===== config.mk =====
export PLATFORM = sky130hd
export DESIGN_NAME = coin_accumulator
export DESIGN_NICKNAME = d
export VERILOG_FILES = /design/src/rtl/coin_accumulator.sv
export SDC_FILE = /design/constraint.sdc
export NUM_CORES = 1
export LEC_CHECK = 0
export CAP_MARGIN = 20
export CORE_ASPECT_RATIO = 1.4
export CORE_UTILIZATION = 55
export CTS_BUF_LIST = sky130_fd_sc_hd__clkbuf_4 sky130_fd_sc_hd__clkbuf_8 sky130_fd_sc_hd__clkbuf_16
export CTS_CLUSTER_SIZE = 28
export DETAILED_ROUTE_END_ITERATION = 8
export PLACE_DENSITY = 0.86
export SETUP_SLACK_MARGIN = 0.2
export SLEW_MARGIN = 20
export SYNTH_ARGS = -nofsm -noshare
export SYNTH_HDL_FRONTEND = slang
export SYNTH_SLANG_ARGS = --single-unit

===== constraint.sdc =====
create_clock -name clk -period 4.6 [get_ports clk]
set_input_delay 0.69 -clock clk [delete_from_list [all_inputs] [get_ports clk]]
set_output_delay 0.69 -clock clk [all_outputs]
set_load 0.01 [all_outputs]

===== src/rtl/coin_accumulator.sv =====
// Coin key front end: per-key 2-flop sync, debounce and rising-edge pulse, plus the
// saturating credit register driven by the seller FSM's clear/freeze controls.
module coin_accumulator #(
    parameter int DEBOUNCE  = 4,
    parameter int INC1      = 2,
    parameter int INC10     = 20,
    parameter int MONEY_MAX = 255
) (
    input  logic       clk,
    input  logic       rst,
    input  logic       rmb1_key,
    input  logic       rmb10_key,
    input  logic       accurst,
    input  logic       acculock,
    output logic       rmb1,
    output logic       rmb10,
    output logic [7:0] money,
    output logic       sat
);

    localparam int CW = (DEBOUNCE < 2) ? 1 : $clog2(DEBOUNCE + 1);

    // Index 0 carries the 1 RMB key, index 1 the 10 RMB key.
    logic [1:0]         sync0_q, sync1_q;
    logic [1:0]         filt_q, filt_d;
    logic [1:0][CW-1:0] cnt_q, cnt_d;
    logic [1:0]         rise;
    logic [1:0]         pulse_q, pulse_d;
    logic [7:0]         money_q, money_d;
    logic               sat_q, sat_d;
    logic [9:0]         sum;

    always_ff @(posedge clk or posedge rst) begin
        if (rst) begin
            sync0_q <= '0;
            sync1_q <= '0;
            filt_q  <= '0;
            cnt_q   <= '0;
            pulse_q <= '0;
            money_q <= '0;
            sat_q   <= 1'b0;
        end else begin
            sync0_q <= {rmb10_key, rmb1_key};
            sync1_q <= sync0_q;
            filt_q  <= filt_d;
            cnt_q   <= cnt_d;
            pulse_q <= pulse_d;
            money_q <= money_d;
            sat_q   <= sat_d;
        end
    end

    // Accepting a new level and flagging its rising edge happen on the same edge.
    always_comb begin
        filt_d = filt_q;
        cnt_d  = cnt_q;
        rise   = '0;
        for (int k = 0; k < 2; k++) begin
            if (sync1_q[k] != filt_q[k]) begin
                if (cnt_q[k] == CW'(DEBOUNCE - 1)) begin
                    filt_d[k] = sync1_q[k];
                    cnt_d[k]  = '0;
                    rise[k]   = sync1_q[k];
                end else begin
                    cnt_d[k] = cnt_q[k] + CW'(1);
                end
            end else begin
                cnt_d[k] = '0;
            end
        end
    end

    always_comb begin
        money_d = money_q;
        sat_d   = sat_q;
        pulse_d = '0;
        sum     = {2'b00, money_q}
                + (rise[0] ? 10'(INC1)  : 10'd0)
                + (rise[1] ? 10'(INC10) : 10'd0);
        if (accurst) begin
            money_d = '0;
            sat_d   = 1'b0;
        end else if (!acculock) begin
            pulse_d = rise;
            if (sum > 10'(MONEY_MAX)) begin
                money_d = 8'(MONEY_MAX);
                sat_d   = 1'b1;
            end else begin
                money_d = sum[7:0];
            end
        end
    end

    assign rmb1  = pulse_q[0];
    assign rmb10 = pulse_q[1];
    assign money = money_q;
    assign sat   = sat_q;

endmodule


# --- After elaboration in Yosys (flattened, before gate mapping) ---
# Cells that the tools add are included.
# Widths: inputs -> output; s select.
totals:
  output_inout_bits: 11
  regBits: 23
  word_cells: 41
  in_bits: 6
op_classes:
  addsub: 4
  eq_ne: 5
  order_cmp: 1
  n_reduce_logical: 4
  n_mux: 18
ops:
  columns: ["operator", "count"]
  rows:
  - ["$mux 8", 3]
  - ["$mux 3", 4]
  - ["$add 9x5->10", 1]
  - ["$gt 10x8->1 const B", 1]
  - ["$add 8x2->9", 1]
  - ["$mux 1", 7]
  - ["$add 3x1->3 const B", 2]
  - ["$eq 3x2->1 const B", 2]
  - ["$mux 2", 3]
  - ["$reduce_and 2->1", 3]
  - ["$mux 5", 1]
  - ["$ne 1x1->1", 2]
  - ["$ne 2x2->1 const B", 1]
  - ["$reduce_bool 2->1", 1]

# --- Logic depth before layout (Yosys ltp) ---
# Gate-level depths: netlist (run 1).
logic_depth:
  depth_word: 10
  mapped_depth: 9

# --- Worst setup path before layout (run 1) ---
# OpenSTA, ideal clock, no wires.
synth_path:
  kind: "reg2reg"
  from: "register cnt_q[0] (netlist name)"
  to: "register money_q[7] (netlist: money[7])"
  setup_ps: 137
  synth_period_minus_slack_ps: 2019
  t_arrival_ps: 1882
  path_slack_ps: 2581
  stages_incl_launch_ff: 9
  path_cell_list: "dfrtp_1 -> ha_1 -> nor2b_1 -> and3b_1 -> ha_1 -> a31o_2 -> a21o_4 -> nor4b_2 -> nor3_1"
synth_between:
  elab_chain_len: 10
synth_rtl:
  columns: ["element", "line_no", "source"]
  rows:
  - ["from (decl)", "26", "logic [1:0][CW-1:0] cnt_q, cnt_d;"]
  - ["from (signal assigned)", "46", "cnt_q <= cnt_d;"]
  - ["$eq 3x2->1 (*)", "60", "if (cnt_q[k] == CW'(DEBOUNCE - 1)) begin"]
  - ["$mux 1 (*)", "60", null]
  - ["$mux 1 (*)", "59", "if (sync1_q[k] != filt_q[k]) begin"]
  - ["$mux 2 (*)", "78", "+ (rise[0] ? 10'(INC1) : 10'd0)"]
  - ["$add 8x2->9 (*)", "78", null]
  - ["$add 9x5->10 (*)", "79", "+ (rise[1] ? 10'(INC10) : 10'd0);"]
  - ["$gt 10x8->1", "85", "if (sum > 10'(MONEY_MAX)) begin"]
  - ["$mux 8 (*)", "85", null]
  - ["$mux 8 (*)", "83", "end else if (!acculock) begin"]
  - ["$mux 8 (*)", "80", "if (accurst) begin"]
  - ["to (signal assigned)", "48", "money_q <= money_d;"]
  - ["to (decl)", "29", "logic [7:0] money_q, money_d;"]
# Every way passes the cells marked *; elsewhere a longest branch is shown, timed or not. The select of a mux whose other input is x is not followed.
# A chain may end at the register's enable or synchronous reset.

# --- Final worst setup path (run 1) ---
layout_path:
  from: "register cnt_q[3] (netlist name)"
  to: "register money_q[7] (netlist: money[7])"
layout_between:
  elab_chain_len: 9
layout_rtl:
  columns: ["element", "line_no"]
  rows:
  - ["$eq 3x2->1 (*)", "60"]
  - ["$mux 1 (*)", "60"]
  - ["$mux 1 (*)", "59"]
  - ["$mux 5 (*)", "79"]
  - ["$add 9x5->10 (*)", "79"]
  - ["$gt 10x8->1", "85"]
  - ["$mux 8 (*)", "85"]
  - ["$mux 8 (*)", "83"]
  - ["$mux 8 (*)", "80"]
# Marks and branches as above.

==> impl.org, run 1 <==
** Outcome
- Status :: completed

** Detailed routing
- Via count :: 683
- Number of DRC markers in iteration 0 :: 4
- Initial DRT Pass Iterations :: 3
- After detailed routing, the number of vias per cell comes to 5.51.
- Routed WL per cell :: 14.2 µm
- After detailed routing, the number of remaining DRC violations is 0.
- Total length of routed wires :: 1770 µm
- The count of nets left with antenna violations once routing finished came out at 0.

** Floorplanning
- From bottom edge to top edge, the die measures 53.8 µm.
- Standard cell core area :: 1780 µm²
- The die is 39.0 µm wide.
- Row generation in the floorplan step produced 18 rows.
- Initial cell density of the core :: 0.593
- 17 I/O pins were placed.
- The floorplan step defined a die boundary enclosing 2100 µm².

** CTS
- Total setup buffers inserted after CTS :: 0
- CTS saw 23 sinks.
- Post-cts sizing count :: 0
- TritonCTS built the clock tree.
- CTS built an H-tree with a depth of 1.
- CTS placed an instance of clkbuf_4 at the clock tree root.
- Buffers inserted to repair hold after CTS numbered 0.
- Max clock buf depth :: 2
- The number of clock buffers added by TritonCTS is 3.
- Clock-pin slew was measured on the worst setup and hold paths at 0.12 ns.
- The clock reaches the later pin of the worst-skew pair after 0.32 ns.

** Layout
- Multi-input gate area in the final layout :: 452 µm²
- Of the cells placed in the final design, the portion with a size suffix greater than 1 is 0.144.
- Relative to the synthesized area, the layout overhead comes to 19.6%.
- FILL cells :: 125
- Antenna Cells :: 0
- Total Nets Final :: 115
- The sequential cells in the finished layout cover a total of 576 µm².
- Number of non-filler instances in the completed layout :: 124

** Global routing
- In this run the most used layer during global routing was met2.
- Number of global-route vias before repair :: 688
- For this run, global-route usage on met2 was measured as 0.344.
- First-pass GRT wire length :: 2990 µm
- Met1 GRT Util :: 0.266
- For this run, global-route usage on met3 was measured as 0.0372.
- Entering global routing, the biggest net connects 24 pins.
- Across every metal layer, demand over resource in global routing totals 0.211.
- Antenna violations before repair :: 0
- For this run the aggregate overflow at the end of global routing stands at 0.

** Synth
- Of the total synthesized cell area, the portion taken by full adders, half adders and majority gates is 0.0474.
- Dominant combinational cell family by area after synthesis :: simple AND/OR/NAND/NOR gates
- Post-Syn Area :: 1050 µm²
- Post-synthesis share of cell area spent on and, or, nand and nor gates :: 0.163
- Of the total synthesized cell area, the portion taken by XOR and XNOR cells is 0.0415.
- Yosys warns :: 0
- The number of nets in the synthesized netlist is 97.
- Library cell with the largest summed area after synthesis :: dfrtp_1
- Post-synth top area share :: 0.546
- Syn Area/Cell :: 12.1 µm²
- Of the synthesized area, sequential elements account for 0.546.
- Compound-cell area share of the yosys netlist :: 0.121
- Synth area leaders :: dfrtp_1 (55%), ha_1 (4.7%), xnor2_1 (3.3%)
- Multiplexer share of the synthesized area :: 0.0498
- Synthesis handed over a netlist of 87 instances.
- In this run, synthesis produced a sequential element count of 23.
- Count of unique library cells instantiated by Yosys :: 33

** Critical path
- Type of the setup path with the least slack :: reg -> reg
- For the worst setup path, the data arrival time is 2.67 ns.
- Worst EP required :: 4.81 ns
- The worst setup path is launched from a register.
- RR Endpoint :: money[7]
- Biggest fanout along the worst timing path :: 7
- Cell count of the worst reg-to-reg path :: 8
- The startpoint identified for the worst register-to-register timing path is cnt_q[3].
- Setup slack on the worst reg-to-reg path comes out at 2.14 ns.
- The worst setup path is captured at a register.

** Power and ir drop
- PwrDens :: 336 nW/µm²
- For this design the static power due to leakage is 0.586 nW.
- The worst-case IR drop observed on VDD is 270 µV.

** Timing
- Post-layout minimum cycle time :: 2.46 ns
- For the final routed database, the setup TNS stands at 0 ns.
- The count of pins over their slew limit was 0.
- At the pin with the least slew margin, the transition time is 0.882 ns.
- Final-report setup violation count :: 0
- Unrepaired setup endpoints after global routing :: false
- Worst slew margin :: 0.411
- The final-report hold violation count came to 0.
- Fmax achieved :: 406 MHz
- In the finished design, the share of the clock period the worst path needs comes to 0.536.
- The clock arrives with 0.00628 ns of skew.
- Fin worst setup slack :: 2.14 ns

** Place
- At the end of routability-driven placement, the weighted congestion stood at 0.808.
- Dpl hpwl :: 1300 µm
- Port Buffer Count :: 16
- Worst setup timing slack at the placement stage :: 1.93 ns
- Total placed cells including tap cells :: 120

** Run
- Max-cap violations in this run came to 0.

** Worst hold path
- Launch point of the worst hold path :: sync0_q[1]
- Along the worst hold path, the cell count comes to 0.
- Sink of the worst hold path :: sync1_q[1]
- The tightest min-delay check is of the reg -> reg type.
[cell type report]
cell class	instances	area share
flip-flops and latches	23	0.456
multi-input cells	56	0.358
repair buffers	16	0.127
clock buffers	4	0.0238
well taps	20	0.0198
inverters	5	0.0149
[report_power, final]
part | switching, mW | leakage (nW) | internal, mW
logic | 0.0359 | 0.264 | 0.0426
clock network | 0.0597 | 0.0184 | 0.0399
registers | 0.0178 | 0.304 | 0.228
total | 0.113 | 0.586 | 0.311
[logic make-up (layout without fill, tap and decap cells)]
family,Yosys count,in the layout
simple gates,26,26
flops,23,23
compound gates,16,16
buf+inv,8,25
xor+xnor,5,5
mux,5,5
fa+ha+maj,4,4
[cell usage in the layout, fill, tap and decap left out, drive strengths merged, types with 2 or more instances in the layout]
cell type and instances:
inv 5, nor3b 4, a21oi 3, xnor2 4
nor2 2, mux2 2, and2 2, nor2b 5
mux2i 3, ha 4, nand3 2, nor3 4
clkbuf 4, clkdlybuf4s50 16, nand2 2, dfrtp 23
o21ai 7
[routing by layer]
metal | vias to the layer above | wire length [µm] | share of wire
li1 | 342 | - | -
met1 | 325 | 778 | 0.44
met2 | 12 | 905 | 0.51
met3 | 4 | 48 | 0.027
met4 | 0 | 34 | 0.019
met5 | - | 0 | 0
[how the worst max path moves through the flow]
stage | slack [ns] | cells past startpoint | endpoint | startpoint
after global placement | 2.08 | 8 | money[7] | cnt_q[3]
after floorplan | 2.58 | 8 | money[7] | cnt_q[0]
final | 2.14 | 8 | money[7] | cnt_q[3]
after CTS | 1.89 | 8 | money[7] | cnt_q[3]
after detailed placement | 1.93 | 8 | money[7] | cnt_q[3]
after global routing | 1.94 | 8 | money[5] | cnt_q[3]
[sequential cells by signal (all words and copies together) (netlist names)]
signal / cells
sync1_q: 2
money: 8
sat: 1
pulse_q: 2
filt_q: 2
cnt_q: 6
sync0_q: 2
[synthesized netlist by cell type, drive strengths merged]
master	n
xor2	1
o211ai	1
nand2	2
and3	1
buf	1
ha	4
clkbuf	2
a311oi	1
nor4bb	1
a21oi	3
nor3	4
and2b	1
mux2i	3
xnor2	4
nor2	2
mux2	2
and3b	1
nor4b	1
dfrtp	23
and2	2
o21ai	7
a31o	1
nor2b	5
inv	5
nand3	2
a31oi	1
nor3b	4
a21o	1
o211a	1
[per-stage QoR]
stage	util	area [µm²]	hold WS (ns)	power (mW)
finish	0.709	1260	0.375	0.424
global route	0.709	1260	0.382	0.449
CTS	0.705	1250	0.372	0.428
detailed placement	0.688	1220	0.345	0.329
global placement	0.688	1220	0.331	0.321
floorplan	-	1050	0.331	0.305
[critical path, stage by stage, from the launching register on]
cell and delay, ns:
dfrtp_1 0.38, ha_1 0.20, nor4bb_2 0.68, xor2_1 0.20, ha_1 0.21, a21oi_1 0.08
o21ai_1 0.27, nor4b_2 0.24, nor3_1 0.07
(Power assumes the default switching activity.)
==> inputs of run 2 (changes only) <==
--- a/config.mk
+++ b/config.mk
@@ -7,11 +7,11 @@
 export LEC_CHECK = 0
 export CAP_MARGIN = 20
 export CORE_ASPECT_RATIO = 1.4
-export CORE_UTILIZATION = 55
+export CORE_UTILIZATION = 46
 export CTS_BUF_LIST = sky130_fd_sc_hd__clkbuf_4 sky130_fd_sc_hd__clkbuf_8 sky130_fd_sc_hd__clkbuf_16
 export CTS_CLUSTER_SIZE = 28
 export DETAILED_ROUTE_END_ITERATION = 8
-export PLACE_DENSITY = 0.86
+export PLACE_DENSITY = 0.77
 export SETUP_SLACK_MARGIN = 0.2
 export SLEW_MARGIN = 20
 export SYNTH_ARGS = -nofsm -noshare
==> constraint.sdc (replaced) <==
create_clock -name clk -period 1.98 [get_ports clk]
set_input_delay 0.297 -clock clk [delete_from_list [all_inputs] [get_ports clk]]
set_output_delay 0.297 -clock clk [all_outputs]
set_load 0.01 [all_outputs]
==> run 2 against run 1 <==
Net effect: the run now ends with negative setup slack left; via count rose by 7.2%; cell count is 7.3% higher; largest cell class unchanged; clock power increased by 110%; highest routed layer unchanged; sequential share of layout area fell by 5.2 points; hold slack lost 0.070 ns; global-route usage down 2.7 points; sequential power up 130%; fmax rose by 21%.
==> impl.org, run 2 (synthesized netlist as in run 1, its figures left out) <==
** Detailed routing
- The routed wire length per instance was 14.3 µm (was 14.2 µm).
- The routed length on met3 is 64 µm (was 48 µm).
- The total via count in the routed design was 732 (was 683).
- The count of routing violations after the opening detailed-route iteration was 10 (was 4).
- Wire length the detailed router placed on met1 :: 799 µm (was 778 µm)
- DRT antenna net count :: 0 (unchanged)
- Length of routed met2 wiring :: 1000 µm (was 905 µm)
- The number of vias per cell came to 5.50 (was 5.51).
- Total length of routed wires :: 1910 µm (was 1770 µm)
- Top sig layer :: met4 (unchanged)
- The first-pass iteration count of the detailed router is 4 (was 3).
- Drt drc :: 0 (unchanged)

** Layout
- The number of diodes added for antenna fixing is 0 (unchanged).
- The post-layout instance count excluding filler cells was 133 (was 124).
- The post-route cell area is 1430 µm² (was 1260 µm²).
- Most common cell after layout, fill and taps aside :: dfrtp_1 (unchanged)
- Synth-to-Final Area Change :: 35.3% (was 19.6%)
- The utilization of the core after routing was 0.656 (was 0.709).
- The proportion of layout cells with a drive suffix above 1 was 0.306 (was 0.144).
- Total Nets Final :: 122 (was 115)
- Flip-flop count of the largest register after layout :: 8 (unchanged)
- Most frequent cells in the layout: dfrtp_1 (22), clkdlybuf4s50_1 (16), buf_4 (7), inv_1 (5), o21ai_0 (5) (was dfrtp_1 (23), clkdlybuf4s50_1 (16), inv_1 (5), o21ai_0 (5), nor2b_1 (5)).

** Floorplanning
- The die footprint came to 2490 µm² (was 2100 µm²).
- The standard-cell row count came to 20 (was 18).
- Standard cell core area :: 2180 µm² (was 1780 µm²)
- Die X :: 42.5 µm (was 39.0 µm)
- I/O pin count :: 17 (unchanged)
- Floorplan die height :: 58.7 µm (was 53.8 µm)
- The effective utilization at floorplan is 0.484 (was 0.593).

** Timing
- Hold slack :: 0.305 ns (was 0.375 ns)
- Fmax achieved :: 491 MHz (was 406 MHz)
- The portion of the clock cycle consumed by the worst path in the final layout is 1.03 (was 0.536).
- The transition at the pin with the smallest max-transition slack was 0.296 ns (was 0.882 ns).
- The final critical-path required period came to 2.04 ns (was 2.46 ns).
- The headroom to the max-slew limit came to 0.802 (was 0.411).
- Final-report setup violation count :: 2 (was 0)
- Accumulated negative setup slack :: -0.0940 ns (was 0 ns)
- The count of pins over their slew limit came to 0 (unchanged).
- Clock tree skew after final layout :: 0.0106 ns (was 0.00628 ns)
- Unrepaired setup endpoints after global routing :: true (was false)
- The worst setup slack after layout is -0.0564 ns (was 2.14 ns).
- The final-report hold violation count was 0 (unchanged).

** CTS
- TritonCTS sink count :: 23 (unchanged)
- The clock network latency to the later pin of the worst-skew pair came to 0.31 ns (was 0.32 ns).
- The clock tree root buffer cell was clkbuf_4 (unchanged).
- Clock edge transition at the registers on the reported setup and hold paths :: 0.13 ns (was 0.12 ns)
- Number of clock buffers inserted by TritonCTS :: 3 (unchanged)
- The deepest level of the CTS H-tree is 1 (unchanged).
- The clock tree from TritonCTS was yes (unchanged).
- The largest buffer count on any clock path is 2 (unchanged).

** Critical path
- Type of the setup path with the least slack :: reg -> reg (unchanged)
- The cell count of the worst reg-to-reg path came to 9 (was 8).
- Critical path startpoint category :: register (unchanged)
- Slack of the worst reg-to-reg path :: -0.06 ns (was 2.14 ns)
- The top fanout value on the critical path is 3 (was 7).
- Arrival time of data at the critical path endpoint :: 2.24 ns (was 2.67 ns)
- Endpoint class of the critical path :: register (unchanged)
- The reg-to-reg startpoint was cnt_q[3] (unchanged).
- The worst reg2reg path endpoint was money[7] (unchanged).
- Worst EP required :: 2.18 ns (was 4.81 ns)

** Power and ir drop
- Leakage component of the power :: 0.617 nW (was 0.586 nW)
- NetSw :: 0.275 mW (was 0.113 mW)
- Switching Fraction :: 0.271 (was 0.267)
- The proportion of power drawn by flip-flops and latches was 0.568 (was 0.580).
- The logic gate share of total power was 0.223 (was 0.185).
- The cell-internal power came to 0.740 mW (was 0.311 mW).
- Maximum resistive drop on vdd :: 355 µV (was 270 µV)
- The total power divided by cell area is 712 nW/µm² (was 336 nW/µm²).
- Clock network fraction of total power :: 0.209 (was 0.235)

** Outcome
- The checks that failed: negative setup slack.
- Status :: finished, violations left (was completed)

** Global routing
- First-pass GRT wire length :: 3390 µm (was 2990 µm)
- The number of global-route vias before repair was 747 (was 688).
- The initial antenna violation count was 0 (unchanged).
- Pin count of the biggest net entering global routing :: 24 (unchanged)
- Total global-route track usage :: 0.184 (was 0.211)
- Grt ovf :: 0 (unchanged)

** Place
- The last weighted congestion value of the routability-driven placer was 0.745 (was 0.808).
- The placed wire-length estimate came to 1370 µm (was 1300 µm).
- Port Buffer Count :: 16 (unchanged)
- Total placed cells including tap cells :: 128 (was 120)
- Instance area at placement :: 1300 µm² (was 1220 µm²)

** Worst hold path
- Class of the tightest hold or removal check :: in -> async (was reg -> reg)

** Run
- The total of max-cap violations is 0 (unchanged).
-- run 2: power groups by stage --
stage | Clock, mW | Combinational (mW) | Sequential (mW)
4_1_cts | 0.218 | 0.228 | 0.576
3_3_place_gp | 0 | 0.189 | 0.578
6_report | 0.212 | 0.227 | 0.577
5_1_grt | 0.240 | 0.254 | 0.588
3_5_place_dp | 0 | 0.205 | 0.580
2_1_floorplan | 0 | 0.144 | 0.573
-- run 2: how the worst max path moves through the flow --
stage / startpoint / endpoint / slack (ns) / depth (start not counted)
floorplan: cnt_q[0] / money[7] / 0.11 / 8
global placement: cnt_q[3] / money[5] / -0.06 / 9
detailed placement: cnt_q[3] / money[7] / -0.08 / 9
CTS: cnt_q[0] / money[7] / 0.006 / 8
global route: cnt_q[3] / money[7] / -0.17 / 9
finish: cnt_q[3] / money[7] / -0.06 / 9
-- run 2: layout make-up --
type,instances,area (µm²)
tap,22,27.5
timing repair buffer,23,213
clock buffer,3,22.5
sequential,23,577
clock inverter,1,5.00
inverter,5,18.8
multi-input combinational,56,564
fill,164,749
-- run 2: repair_timing --
action                     in CTS  in global routing
buffers inserted                1                  0
resized for setup               7                  6
hold buffers                    0                  0
pin swaps                       3                  5
setup endpoints to repair       9                 10
-- run 2: metrics by stage --
stage	power [mW]	setup WS [ns]
6_report	1.02	-0.0564
5_1_grt	1.08	-0.169
4_1_cts	1.02	0.00642
3_5_place_dp	0.786	-0.0762
3_3_place_gp	0.766	-0.0629
2_1_floorplan	0.717	0.108
-- run 2: critical path, stage by stage (launching register included) --
cell and delay (ns):
dfrtp_1 0.41, ha_2 0.20, nor4bb_4 0.15, buf_4 0.16, xor2_4 0.15, ha_4 0.18, o211ai_1 0.27, o21ai_4 0.13
a31oi_2 0.21, nor3_2 0.06
-- run 2: per-layer routing --
metal / vias up / track usage
met3: 4 / 0.0399
met2: 14 / 0.303
li1: 349 / -
met4: 0 / 0.107
met5: - / 0
met1: 365 / 0.221
==> inputs of run 3 (changes only) <==
--- a/config.mk
+++ b/config.mk
@@ -11,7 +11,7 @@
 export CTS_BUF_LIST = sky130_fd_sc_hd__clkbuf_4 sky130_fd_sc_hd__clkbuf_8 sky130_fd_sc_hd__clkbuf_16
 export CTS_CLUSTER_SIZE = 28
 export DETAILED_ROUTE_END_ITERATION = 8
-export PLACE_DENSITY = 0.77
+export PLACE_DENSITY = 0.73
 export SETUP_SLACK_MARGIN = 0.2
 export SLEW_MARGIN = 20
 export SYNTH_ARGS = -nofsm -noshare
==> run 3 against run 2 <==
Net effect: the run still ends with negative setup slack left; routed wire length is 4.0% higher; combinational power increased by 11%; fmax rose by 1.0%; clock skew is 0.0029 ns lower; design area up 3.9%; cell count is 4.5% higher; first-iteration DRC count grew 40%; non-clock buffer count rose by 6; count of clock-buffer cells in the layout is the same; global-route usage down 1.3 points; worst setup slack improved by 0.021 ns; hold slack got worse by 0.0045 ns; critical path type unchanged; largest cell class unchanged.
==> impl.org, run 3 (synthesized netlist as in run 1, its figures left out) <==
** Detailed routing
- The count of routing violations after the opening detailed-route iteration is 14 (was 10).
- The routed wire length per instance is 14.3 µm (about the same).
- The sum of routed wire length over all layers came to 1980 µm (was 1910 µm).
- Via count :: 745 (was 732)
- The first-pass iteration count of the detailed router came to 4 (unchanged).
- DRT antenna net count :: 0 (unchanged)
- Avg Vias per Cell :: 5.36 (was 5.50)
- Drt drc :: 0 (unchanged)

** CTS
- Clock edge transition at the registers on the reported setup and hold paths :: 0.14 ns (was 0.13 ns)
- Count of H-tree levels built during CTS :: 1 (unchanged)
- TritonCTS sink count :: 23 (unchanged)
- The clock network latency to the later pin of the worst-skew pair was 0.31 ns (about the same).
- Number of clock buffers inserted by TritonCTS :: 3 (unchanged)
- The clock tree root buffer cell was clkbuf_4 (unchanged).
- The clock tree from TritonCTS is yes (unchanged).
- Max clock buf depth :: 2 (unchanged)

** Layout
- FILL cells :: 170 (was 164)
- Most frequent cells in the layout: dfrtp_1 (21), clkdlybuf4s50_1 (16), buf_4 (12), inv_1 (5) (was dfrtp_1 (22), clkdlybuf4s50_1 (16), buf_4 (7), inv_1 (5), o21ai_0 (5)).
- The flip-flop count of the largest register after layout was 8 (unchanged).
- The combined flip-flop and latch cell area was 578 µm² (was 577 µm²).
- The synthesis-to-finish area growth was 40.7% (was 35.3%).
- The most frequent standard cell in the layout excluding fill and tap cells is dfrtp_1 (unchanged).
- The proportion of layout cells with a drive suffix above 1 was 0.368 (was 0.306).
- Total Nets Final :: 128 (was 122)
- The area of the multi-input gates was 568 µm² (was 564 µm²).
- The utilization of the core after routing is 0.682 (was 0.656).
- The number of diodes added for antenna fixing was 0 (unchanged).

** Power and ir drop
- The net switching share of the total power is 0.273 (was 0.271).
- Leakage component of the power :: 0.644 nW (was 0.617 nW)
- Internal power :: 0.766 mW (was 0.740 mW)
- The net switching power was 0.288 mW (was 0.275 mW).
- The logic gate share of total power came to 0.240 (was 0.223).
- Maximum resistive drop on vdd :: 533 µV (was 355 µV)
- Part of the power in registers :: 0.549 (was 0.568)
- PwrDens :: 711 nW/µm² (was 712 nW/µm²)
- Clock network fraction of total power :: 0.211 (was 0.209)

** Timing
- Unrepaired setup endpoints after global routing :: true (unchanged)
- The portion of the clock cycle consumed by the worst path in the final layout is 1.02 (was 1.03).
- The maximum achievable frequency was 496 MHz (was 491 MHz).
- The worst setup slack after layout is -0.0353 ns (was -0.0564 ns).
- The transition at the pin with the smallest max-transition slack is 0.288 ns (was 0.296 ns).
- The worst-case hold slack came to 0.300 ns (was 0.305 ns).
- Final-report setup violation count :: 2 (unchanged)
- The headroom to the max-slew limit was 0.808 (was 0.802).
- The final critical-path required period is 2.02 ns (was 2.04 ns).
- The final-report hold violation count is 0 (unchanged).
- The largest clock skew in the final design is 0.00769 ns (was 0.0106 ns).
- The count of pins over their slew limit was 0 (unchanged).

** Place
- Dpl hpwl :: 1350 µm (was 1370 µm)
- The quantity of I/O buffers inserted on ports was 16 (unchanged).
- The last weighted congestion value of the routability-driven placer was 0.724 (was 0.745).

** Global routing
- The initial antenna violation count was 0 (unchanged).
- The pin count of the biggest net entering global routing was 24 (unchanged).
- First-pass GRT wire length :: 3190 µm (was 3390 µm)
- The global-route congestion overflow total was 0 (unchanged).
- The total global routing track utilization came to 0.171 (was 0.184).
- Number of global-route vias before repair :: 733 (was 747)

** Critical path
- The cell count of the worst reg-to-reg path came to 9 (unchanged).
- Worst-path cell chain: ha_2 > nor2b_4 > and3b_2 > ha_4 > o211a_4 > buf_6 > nor3b_4 > xnor2_2 > o21ai_2 (was ha_2 > nor4bb_4 > buf_4 > xor2_4 > ha_4 > o211ai_1 > o21ai_4 > a31oi_2 > nor3_2).
- Slowest library cell on the worst path :: dfrtp_1 (unchanged)
- The peak per-stage delay on the critical path is 0.40 ns (was 0.41 ns).
- Slack of the worst reg-to-reg path :: -0.04 ns (was -0.06 ns)
- The nature of the critical path startpoint is a register (unchanged).
- Reg-to-reg startpoint :: cnt_q[0] (was cnt_q[3])
- The top fanout value on the critical path was 3 (unchanged).
- RR Endpoint :: money[4] (was money[7])
- The class of the most critical setup path is reg -> reg (unchanged).
- The required time of the critical path is 2.20 ns (was 2.18 ns).
- The arrival time reported for the critical path endpoint came to 2.23 ns (was 2.24 ns).
- The kind of end point of the critical path is a register (unchanged).

** Floorplanning
- The die outline width was 42.5 µm (unchanged).
- Standard cell core area :: 2180 µm² (unchanged)
- Initial cell density of the core :: 0.484 (unchanged)
- The standard-cell row count is 20 (unchanged).
- The die boundary height was 58.7 µm (unchanged).
- The number of top-level pins was 17 (unchanged).
- The die footprint is 2490 µm² (unchanged).

** Run
- Max capacitance violation total :: 0 (unchanged)

** Worst hold path
- Class of the tightest hold or removal check :: in -> async (unchanged)

** Outcome
- Status :: finished, violations left (unchanged)
- Violations in the final reports: negative setup slack (unchanged).
-- run 3: cell count changes in the layout (fill, tap and decap cells not counted), moves of 2 or more --
cell	change
o21ai_2	+3
o21ai_0	-4
o21ai_1	+2
buf_4	+5
-- run 3: worst max-delay path by stage --
stage               cells after the start        to  startpoint
floorplan                               8  money[7]    cnt_q[0]
global placement                        9  money[5]    cnt_q[3]
detailed placement                      9  money[5]    cnt_q[3]
CTS                                     9  money[7]    cnt_q[3]
global route                            9  money[5]    cnt_q[3]
finish                                  9  money[4]    cnt_q[0]
-- run 3: stage by stage --
stage / total power [mW] / setup WS, ns / cells / setup TNS [ns] / cell area [µm²]
after global placement: 0.767 / -0.0672 / 128 / -0.130 / 1300
final: 1.05 / -0.0353 / 139 / -0.0554 / 1480
after floorplan: 0.717 / 0.108 / 87 / 0 / 1080
after global routing: 1.11 / -0.114 / 139 / -0.308 / 1480
after CTS: 1.02 / 0.00601 / 136 / 0 / 1390
after detailed placement: 0.776 / -0.0756 / 128 / -0.184 / 1300
-- run 3: area by class of cell --
class                   count  share of cell area
flip-flops and latches     23               0.390
multi-input cells          56               0.383
repair buffers             29               0.176
well taps                  22              0.0185
clock buffers               3              0.0152
inverters                   5              0.0126
clock inverters             1             0.00506
-- run 3: worst max-delay path: cells and delay by family (launching register included) --
family / cells / cell delay (ns)
buffers and inverters: 1 / 0.12
DFF: 1 / 0.40
xor gates and xnor gates: 1 / 0.15
AOI/OAI and AO/OA: 2 / 0.33
and+or+nand+nor: 3 / 0.55
adders and majority gates: 2 / 0.37
-- run 3: what timing repair did --
action / 4_1_cts / 5_1_grt
pin swaps: 3 / 11
setup endpoints to repair: 9 / 10
buffers inserted: 4 / 3
hold buffers: 0 / 0
resized for setup: 10 / 11
-- run 3: power groups by stage --
stage / clock network, mW / logic, mW / registers, mW
floorplan: 0 / 0.144 / 0.573
global placement: 0 / 0.191 / 0.576
detailed placement: 0 / 0.196 / 0.580
CTS: 0.227 / 0.219 / 0.572
global route: 0.239 / 0.287 / 0.589
finish: 0.223 / 0.253 / 0.579
-- run 3: routing by layer --
| layer | global-route usage | share of wire |
|---|---|---|
| met1 | 0.219 | 0.43 |
| met2 | 0.297 | 0.54 |
| met3 | 0.0184 | 0.023 |
| met4 | 0.0670 | 0.0081 |
| met5 | 0 | 0 |
